`src/rtl/mul_sequencer.sv`:
```
// Multi-cycle shift-add multiply controller for the EX stage.
// Stalls the pipeline for WIDTH+1 cycles, then presents the low WIDTH bits of the product for one cycle.
module mul_sequencer #(
    parameter int unsigned WIDTH    = 32,
    parameter logic [2:0]  MUL_CODE = 3'b100
) (
    input  logic             clk_i,
    input  logic             rst_i,
    input  logic             start_i,
    input  logic [2:0]       ALUCtrl_i,
    input  logic [WIDTH-1:0] data1_i,
    input  logic [WIDTH-1:0] data2_i,
    input  logic             flush_i,
    output logic             stall_o,
    output logic             done_o,
    output logic [WIDTH-1:0] result_o
);

    localparam int unsigned CW = $clog2(WIDTH) + 1;

    typedef enum logic [1:0] {
        IDLE = 2'd0,
        BUSY = 2'd1,
        DONE = 2'd2
    } state_t;

    state_t           state_q, state_d;
    logic [WIDTH-1:0] mcand_q, mcand_d;
    logic [WIDTH-1:0] mplier_q, mplier_d;
    logic [WIDTH-1:0] acc_q, acc_d;
    logic [CW-1:0]    count_q, count_d;
    logic [WIDTH-1:0] result_q, result_d;
    logic             accept;

    assign accept = (state_q == IDLE) && start_i && (ALUCtrl_i == MUL_CODE) && !flush_i;

    always_comb begin
        state_d  = state_q;
        mcand_d  = mcand_q;
        mplier_d = mplier_q;
        acc_d    = acc_q;
        count_d  = count_q;
        result_d = result_q;

        unique case (state_q)
            IDLE: begin
                if (flush_i) begin
                    result_d = '0;
                end else if (accept) begin
                    mcand_d  = data1_i;
                    mplier_d = data2_i;
                    acc_d    = '0;
                    count_d  = '0;
                    result_d = '0;
                    state_d  = BUSY;
                end
            end
            BUSY: begin
                if (flush_i) begin
                    mcand_d  = '0;
                    mplier_d = '0;
                    acc_d    = '0;
                    count_d  = '0;
                    result_d = '0;
                    state_d  = IDLE;
                end else begin
                    if (mplier_q[0]) begin
                        acc_d = acc_q + mcand_q;
                    end
                    mcand_d  = mcand_q << 1;
                    mplier_d = mplier_q >> 1;
                    count_d  = count_q + 1'b1;
                    // Capture the final sum on the way out so result_o is valid throughout DONE.
                    if (count_q == CW'(WIDTH - 1)) begin
                        result_d = acc_d;
                        state_d  = DONE;
                    end
                end
            end
            DONE: begin
                state_d = IDLE;
            end
            default: begin
                state_d = IDLE;
            end
        endcase
    end

    always_ff @(posedge clk_i or negedge rst_i) begin
        if (!rst_i) begin
            state_q  <= IDLE;
            mcand_q  <= '0;
            mplier_q <= '0;
            acc_q    <= '0;
            count_q  <= '0;
            result_q <= '0;
        end else begin
            state_q  <= state_d;
            mcand_q  <= mcand_d;
            mplier_q <= mplier_d;
            acc_q    <= acc_d;
            count_q  <= count_d;
            result_q <= result_d;
        end
    end

    // Gate with reset so a held MUL request cannot raise stall while reset is asserted.
    assign stall_o  = rst_i && (accept || (state_q == BUSY));
    assign done_o   = (state_q == DONE);
    assign result_o = result_q;

endmodule

```
`config.mk`:
```
export PLATFORM = sky130hd
export DESIGN_NAME = mul_sequencer
export DESIGN_NICKNAME = d
export VERILOG_FILES = /design/src/rtl/mul_sequencer.sv
export SDC_FILE = /design/constraint.sdc
export NUM_CORES = 1
export LEC_CHECK = 0
export ABC_AREA = 1
export CAP_MARGIN = 10
export CORE_ASPECT_RATIO = 1.5
export CORE_MARGIN = 2
export CORE_UTILIZATION = 30
export CTS_BUF_LIST = sky130_fd_sc_hd__clkbuf_4
export DETAILED_ROUTE_END_ITERATION = 8
export PLACE_DENSITY = 0.53
export SLEW_MARGIN = 20
export SYNTH_ARGS = -nofsm -noshare
export SYNTH_HDL_FRONTEND = slang
export SYNTH_SLANG_ARGS = --single-unit
export TNS_END_PERCENT = 1
```
`constraint.sdc`:
```
create_clock -name clk_i -period 2.3 [get_ports clk_i]
set_input_delay 0.46 -clock clk_i [delete_from_list [all_inputs] [get_ports clk_i]]
set_output_delay 0.46 -clock clk_i [all_outputs]
set_load 0.02 [all_outputs]
```
# ---- Yosys cells after proc, flatten, opt, wreduce, memory -nomap -nowiden
# Cells that the tools add are included.
dict set report op_classes {
  n_addsub 2
  eq_ne 8
  n_mux 26
  reduce_logical 11
}
# operator count
set ops {}
lappend ops {{2-to-1 mux 32 bit} 12}
lappend ops {{case mux 32 bit (2 select lines)} 4}
lappend ops {{adder 32 bit} 1}
lappend ops {{2-to-1 mux 31 bit} 1}
lappend ops {{2-to-1 mux 6 bit} 3}
lappend ops {{case mux 6 bit (2 select lines)} 1}
lappend ops {{AND reduction 3 bit} 3}
lappend ops {{2-to-1 mux 2 bit} 4}
lappend ops {{adder 6 x 1 -> 6 bit, second input constant} 1}
lappend ops {{equality test 6 x 5 -> 1 bit, second input constant} 1}
lappend ops {{!= test 3 bit, second input constant} 2}
lappend ops {{logical AND 1 bit} 4}
lappend ops {{!= test 2 bit, second input constant} 2}
lappend ops {{case mux 2 bit (2 select lines)} 1}
lappend ops {{equality test 3 bit, second input constant} 1}
lappend ops {{equality test 2 x 1 -> 1 bit, second input constant} 1}
lappend ops {{equality test 2 bit, second input constant} 1}
lappend ops {{zero test 2 bit} 1}
lappend ops {{nonzero test 2 bit} 1}
lappend ops {{zero test 1 bit} 1}
lappend ops {{logical OR 1 bit} 1}
dict set report word_totals {
  ff_bits 136
  word_cells 53
}

# ---- Longest topological paths before layout
dict set report depth {
  depth_word 7
  ltp_mapped 13
  ltp_nobuf 13
}

# ---- Least setup slack after synthesis
# OpenSTA, ideal clock, no wires.
dict set report synth_timing {
  path_kind {register to register}
  startpoint {register mcand_q[0]}
  endpoint {register acc_q[20]}
  setup_time_ns 0.130
  arrival_time_ns 1.826
  required_ns 2.170
  path_slack_ns 0.344
  stages_incl_launch_ff 13
  path_buffers 0
  period_less_slack_ns 1.956
  path_cell_list {dfrtp_1 -> ha_1 -> fa_1 -> nand3_1 -> nand3_1 -> nand3_1 -> nand3_1 -> nand3_1 -> nand2_1 -> nand2_1 -> nand3_1 -> nand2_1 -> o21ai_0}
}
dict set report synth_via {
  elab_chain_cells 4
}
# item line_no
set synth_rtl {}
lappend synth_rtl {{start, declared} 28} ;# logic [WIDTH-1:0] mcand_q, mcand_d;
lappend synth_rtl {{start signal, assigned} 99} ;# mcand_q <= mcand_d;
lappend synth_rtl {{adder 32 bit} 68} ;# acc_d = acc_q + mcand_q;
lappend synth_rtl {{2-to-1 mux 32 bit} 67} ;# if (mplier_q[0]) begin
lappend synth_rtl {{2-to-1 mux 32 bit} 59} ;# if (flush_i) begin
lappend synth_rtl {{case mux 32 bit (2 select lines)} 45} ;# unique case (state_q)
lappend synth_rtl {{end signal, assigned} 94} ;# acc_q <= '0;
lappend synth_rtl {{end signal, assigned} 101} ;# acc_q <= acc_d;
lappend synth_rtl {{end, declared} 30} ;# logic [WIDTH-1:0] acc_q, acc_d;
# Every way passes these cells.
# A chain may end at the register's enable or synchronous reset.

# ---- Final worst setup path
dict set report layout_timing {
  startpoint {register state_q[1]}
  endpoint {output stall_o}
}
dict set report layout_via {
  elab_chain_cells 6
  elab_cells_between_ends 7
  classes_between {1 x eq/ne; 6 x reduce/logical}
}
# item line_no
set layout_rtl {}
lappend layout_rtl {{start, declared} 27} ;# state_t state_q, state_d;
lappend layout_rtl {{start signal, assigned} 98} ;# state_q <= state_d;
lappend layout_rtl {{zero test 2 bit} 35} ;# assign accept = (state_q == IDLE) && start_i && (ALUCtrl_i == MUL_CODE) && !flush_i;
lappend layout_rtl {{logical AND 1 bit (3 in series)} 35}
lappend layout_rtl {{logical OR 1 bit *} 108} ;# assign stall_o = rst_i && (accept || (state_q == BUSY));
lappend layout_rtl {{logical AND 1 bit *} 108}
lappend layout_rtl {{end, declared} 14} ;# output logic stall_o,
# Every way passes the cells marked *; elsewhere a longest branch is shown, timed or not.

==> results.cfg <==
[place]
port_buffers = 104
dp_hpwl_um = 18200
place_ws_ps = -281
placed_cells = 1677
placed_cell_area_sq_um = 10000
globalplace.congestion = 0.863

[yosys]
async_flop_share_pct = 100
synth.most_common_cell = nand2_1
syn_area_sq_um = 8460
postSynthAreaPerCell_sq_um = 6.80
yosysTopAreaCell = dfrtp_1
yosys-top-cells-area = dfrtp_1, nand2_1, inv_1
synth_top_cell_area_share_pct = 40.2
yosysWarningCount = 0
synth_common_cells = nand2_1, inv_1, dfrtp_1
ys_seq_area_share_pct = 40.2
synth_nets = 1348
synth_cell_types = 33
synth_edf_count = 0
syn_inst = 1244
synth_ff_type = dfrtp_1
ys_seq_elements = 136

[grt]
grt_usage_pct = 17.7
grt_overflow = 0
grt_pass1_vias = 8104
grt_pass1_wl_um = 41200
antenna_found_initial = 1
grt_max_degree = 137

[sta]
worstMarginPinSlew_ps = 775
fin_ws_ps = 150
final-max-slew-violation-count = 0
skew_ps = 26.5
hold_viol = 0
fin_hold_ws_ps = 426
max_freq_ghz = 0.465
relSlewSlack_pct = 48.3
setup_viol_count_final = 0
finalCritPeriodShare_pct = 93.5
setup_tns_ps = 0
fin_crit_ps = 2150
rsz0062_at_grt = yes

[finish]
finish.instance_area_sq_um = 10400
fin_nets = 1459
fin_cells = 1713
area_growth_pct = 22.4
nFillCells = 2994
fin_util_pct = 37.2
drive_above_1_share_pct = 6.73

[pwr]
peakVddDrop_uv = 383
p_per_area_nw_per_um2 = 914
comb_power_share_pct = 50.4
total_power_mw = 9.47
p_leak_nw = 5.27
seq_power_share_pct = 34.9
p_int_mw = 5.10
switching_share_pct = 46.1
switching_power_mw = 4.36
clock_power_share_pct = 14.7

[die]
core_area_sq_um = 27900
die_w_um = 141
ioPinCount = 105
die_area_sq_um = 29600
die_h_um = 210
start_util_pct = 30.4
rows = 75

[route]
drt_pass1_iterations = 7
vias_per_cell = 4.65
drc = 0
routed_wl_um = 24800
vias = 7957
routedWlPerCell_um = 14.5
ant_nets = 0
drt_iter0_markers = 443

[worst_setup_path]
start_kind = flip-flop
worstSetupPathType = reg -> out
cp_max_fo = 3
worst_r2r_path_depth = 13
end_kind = output pin
cp_data_required_time_ps = 1840
crit_arrival_ps = 1690

[clock_tree]
h-tree-depth = 4
cts_tree = built
clkTransAtPathRegs_ps = 130
root_buffer = clkbuf_4
cts.sinks = 136
cts_made_buffers = 17
clock_path_buffers = 2
worstSkewPairLatency_ps = 600

[flow_run]
drv_cap = 0

[hold_path]
whs_path_depth = 3
hp-class = in -> reg

[run_status]
status = finished clean
==> critical path, cell delays in order (launching register included) <==
cell     delay [ps]
dfrtp_1         430
nor2_2          110
nand4_1         120
nor2_2          170
nor2_4           60
nor2_4           90
buf_6           120
==> power groups by stage <==
stage | Sequential [mW] | Clock, mW | Combinational (mW)
2_1_floorplan | 3.22 | 0 | 3.36
3_3_place_gp | 3.33 | 0 | 4.63
3_5_place_dp | 3.34 | 0 | 4.66
4_1_cts | 3.29 | 1.46 | 4.69
5_1_grt | 3.37 | 1.55 | 5.51
6_report | 3.30 | 1.39 | 4.78
==> metal layers <==
layer  track usage, %  up-vias  share of wire (%)
met2             32.6      121                 53
met1             20.8     3689                 43
met3             3.35       21                3.0
met4             4.62        0                1.4
met5                0        -                  0
li1                 -     4126                  -
==> sequential cells by signal, indices dropped and copies added, names as in the netlist <==
signal,flops
count_q,6
mplier_q,32
mcand_q,32
state_q,2
result_o,32
acc_q,32
==> kinds of logic after synthesis <==
kind of cell             share of synthesized area (%)
AO/OA/AOI/OAI                                     12.4
XOR/XNOR                                          1.66
adder cells (fa/ha/maj)                           4.97
buffers and inverters                             10.9
flip-flops                                        40.2
AND/OR/NAND/NOR                                   29.9
==> placed cells by master (no fill, tap or decap), types with 2 or more instances in the layout <==
master and n:
o22ai_1 2, nand3_1 66, clkinv_4 2, buf_12 7
clkinv_2 5, nand2_1 455, a31oi_1 31, o21ai_0 105
a22o_1 2, dfrtp_1 135, nor2_4 4, buf_4 26
clkdlybuf4s50_1 101, nor2_1 93, xor2_1 8, nand4_1 4
inv_2 3, nor2_2 3, ha_1 27, a21oi_1 42
nand3_2 4, ha_4 4, buf_6 2, xnor2_1 8
o21ai_1 9, nor3_1 3, nand2_2 4, clkbuf_4 18
clkinvlp_4 4, inv_1 174, o21bai_1 2
==> timing repair <==
action / in CTS / in global routing
setup buffers: 1 / 3
pin swaps: 1 / 1
hold buffers: 1 / 0
gates resized for setup: 9 / 17
gates cloned: 0 / 0
hold endpoints to repair: 53 / 0
setup endpoints to repair: 3 / 26
==> final cells by class <==
cell class / instances / area (sq um) / share of cell area (%)
multi-input combinational: 883 / 4240 / 40.9
clock buffer: 18 / 135 / 1.30
inverter: 179 / 674 / 6.51
timing repair buffer: 138 / 1390 / 13.4
sequential: 136 / 3400 / 32.9
antenna: 1 / 2.50 / 0.0242
tap: 346 / 433 / 4.18
clock inverter: 12 / 81.3 / 0.785
==> worst paths after layout <==
path / endpoint / start / slack (ps)
max: stall_o / state_q[1]$_DFFE_PN0P_ / 150
min: mcand_q[18]$_DFFE_PN0P_ / data1_i[18] / 430
max reg2reg: result_o[31]$_DFFE_PN0P_ / mcand_q[5]$_DFFE_PN0P_ / 190
min reg2reg: result_o[27]$_DFFE_PN0P_ / result_o[27]$_DFFE_PN0P_ / 490
max in group asynchronous: mcand_q[10]$_DFFE_PN0P_ / rst_i / 1170
min in group asynchronous: mplier_q[15]$_DFFE_PN0P_ / rst_i / 530
Power figures use the tool's default switching activity.
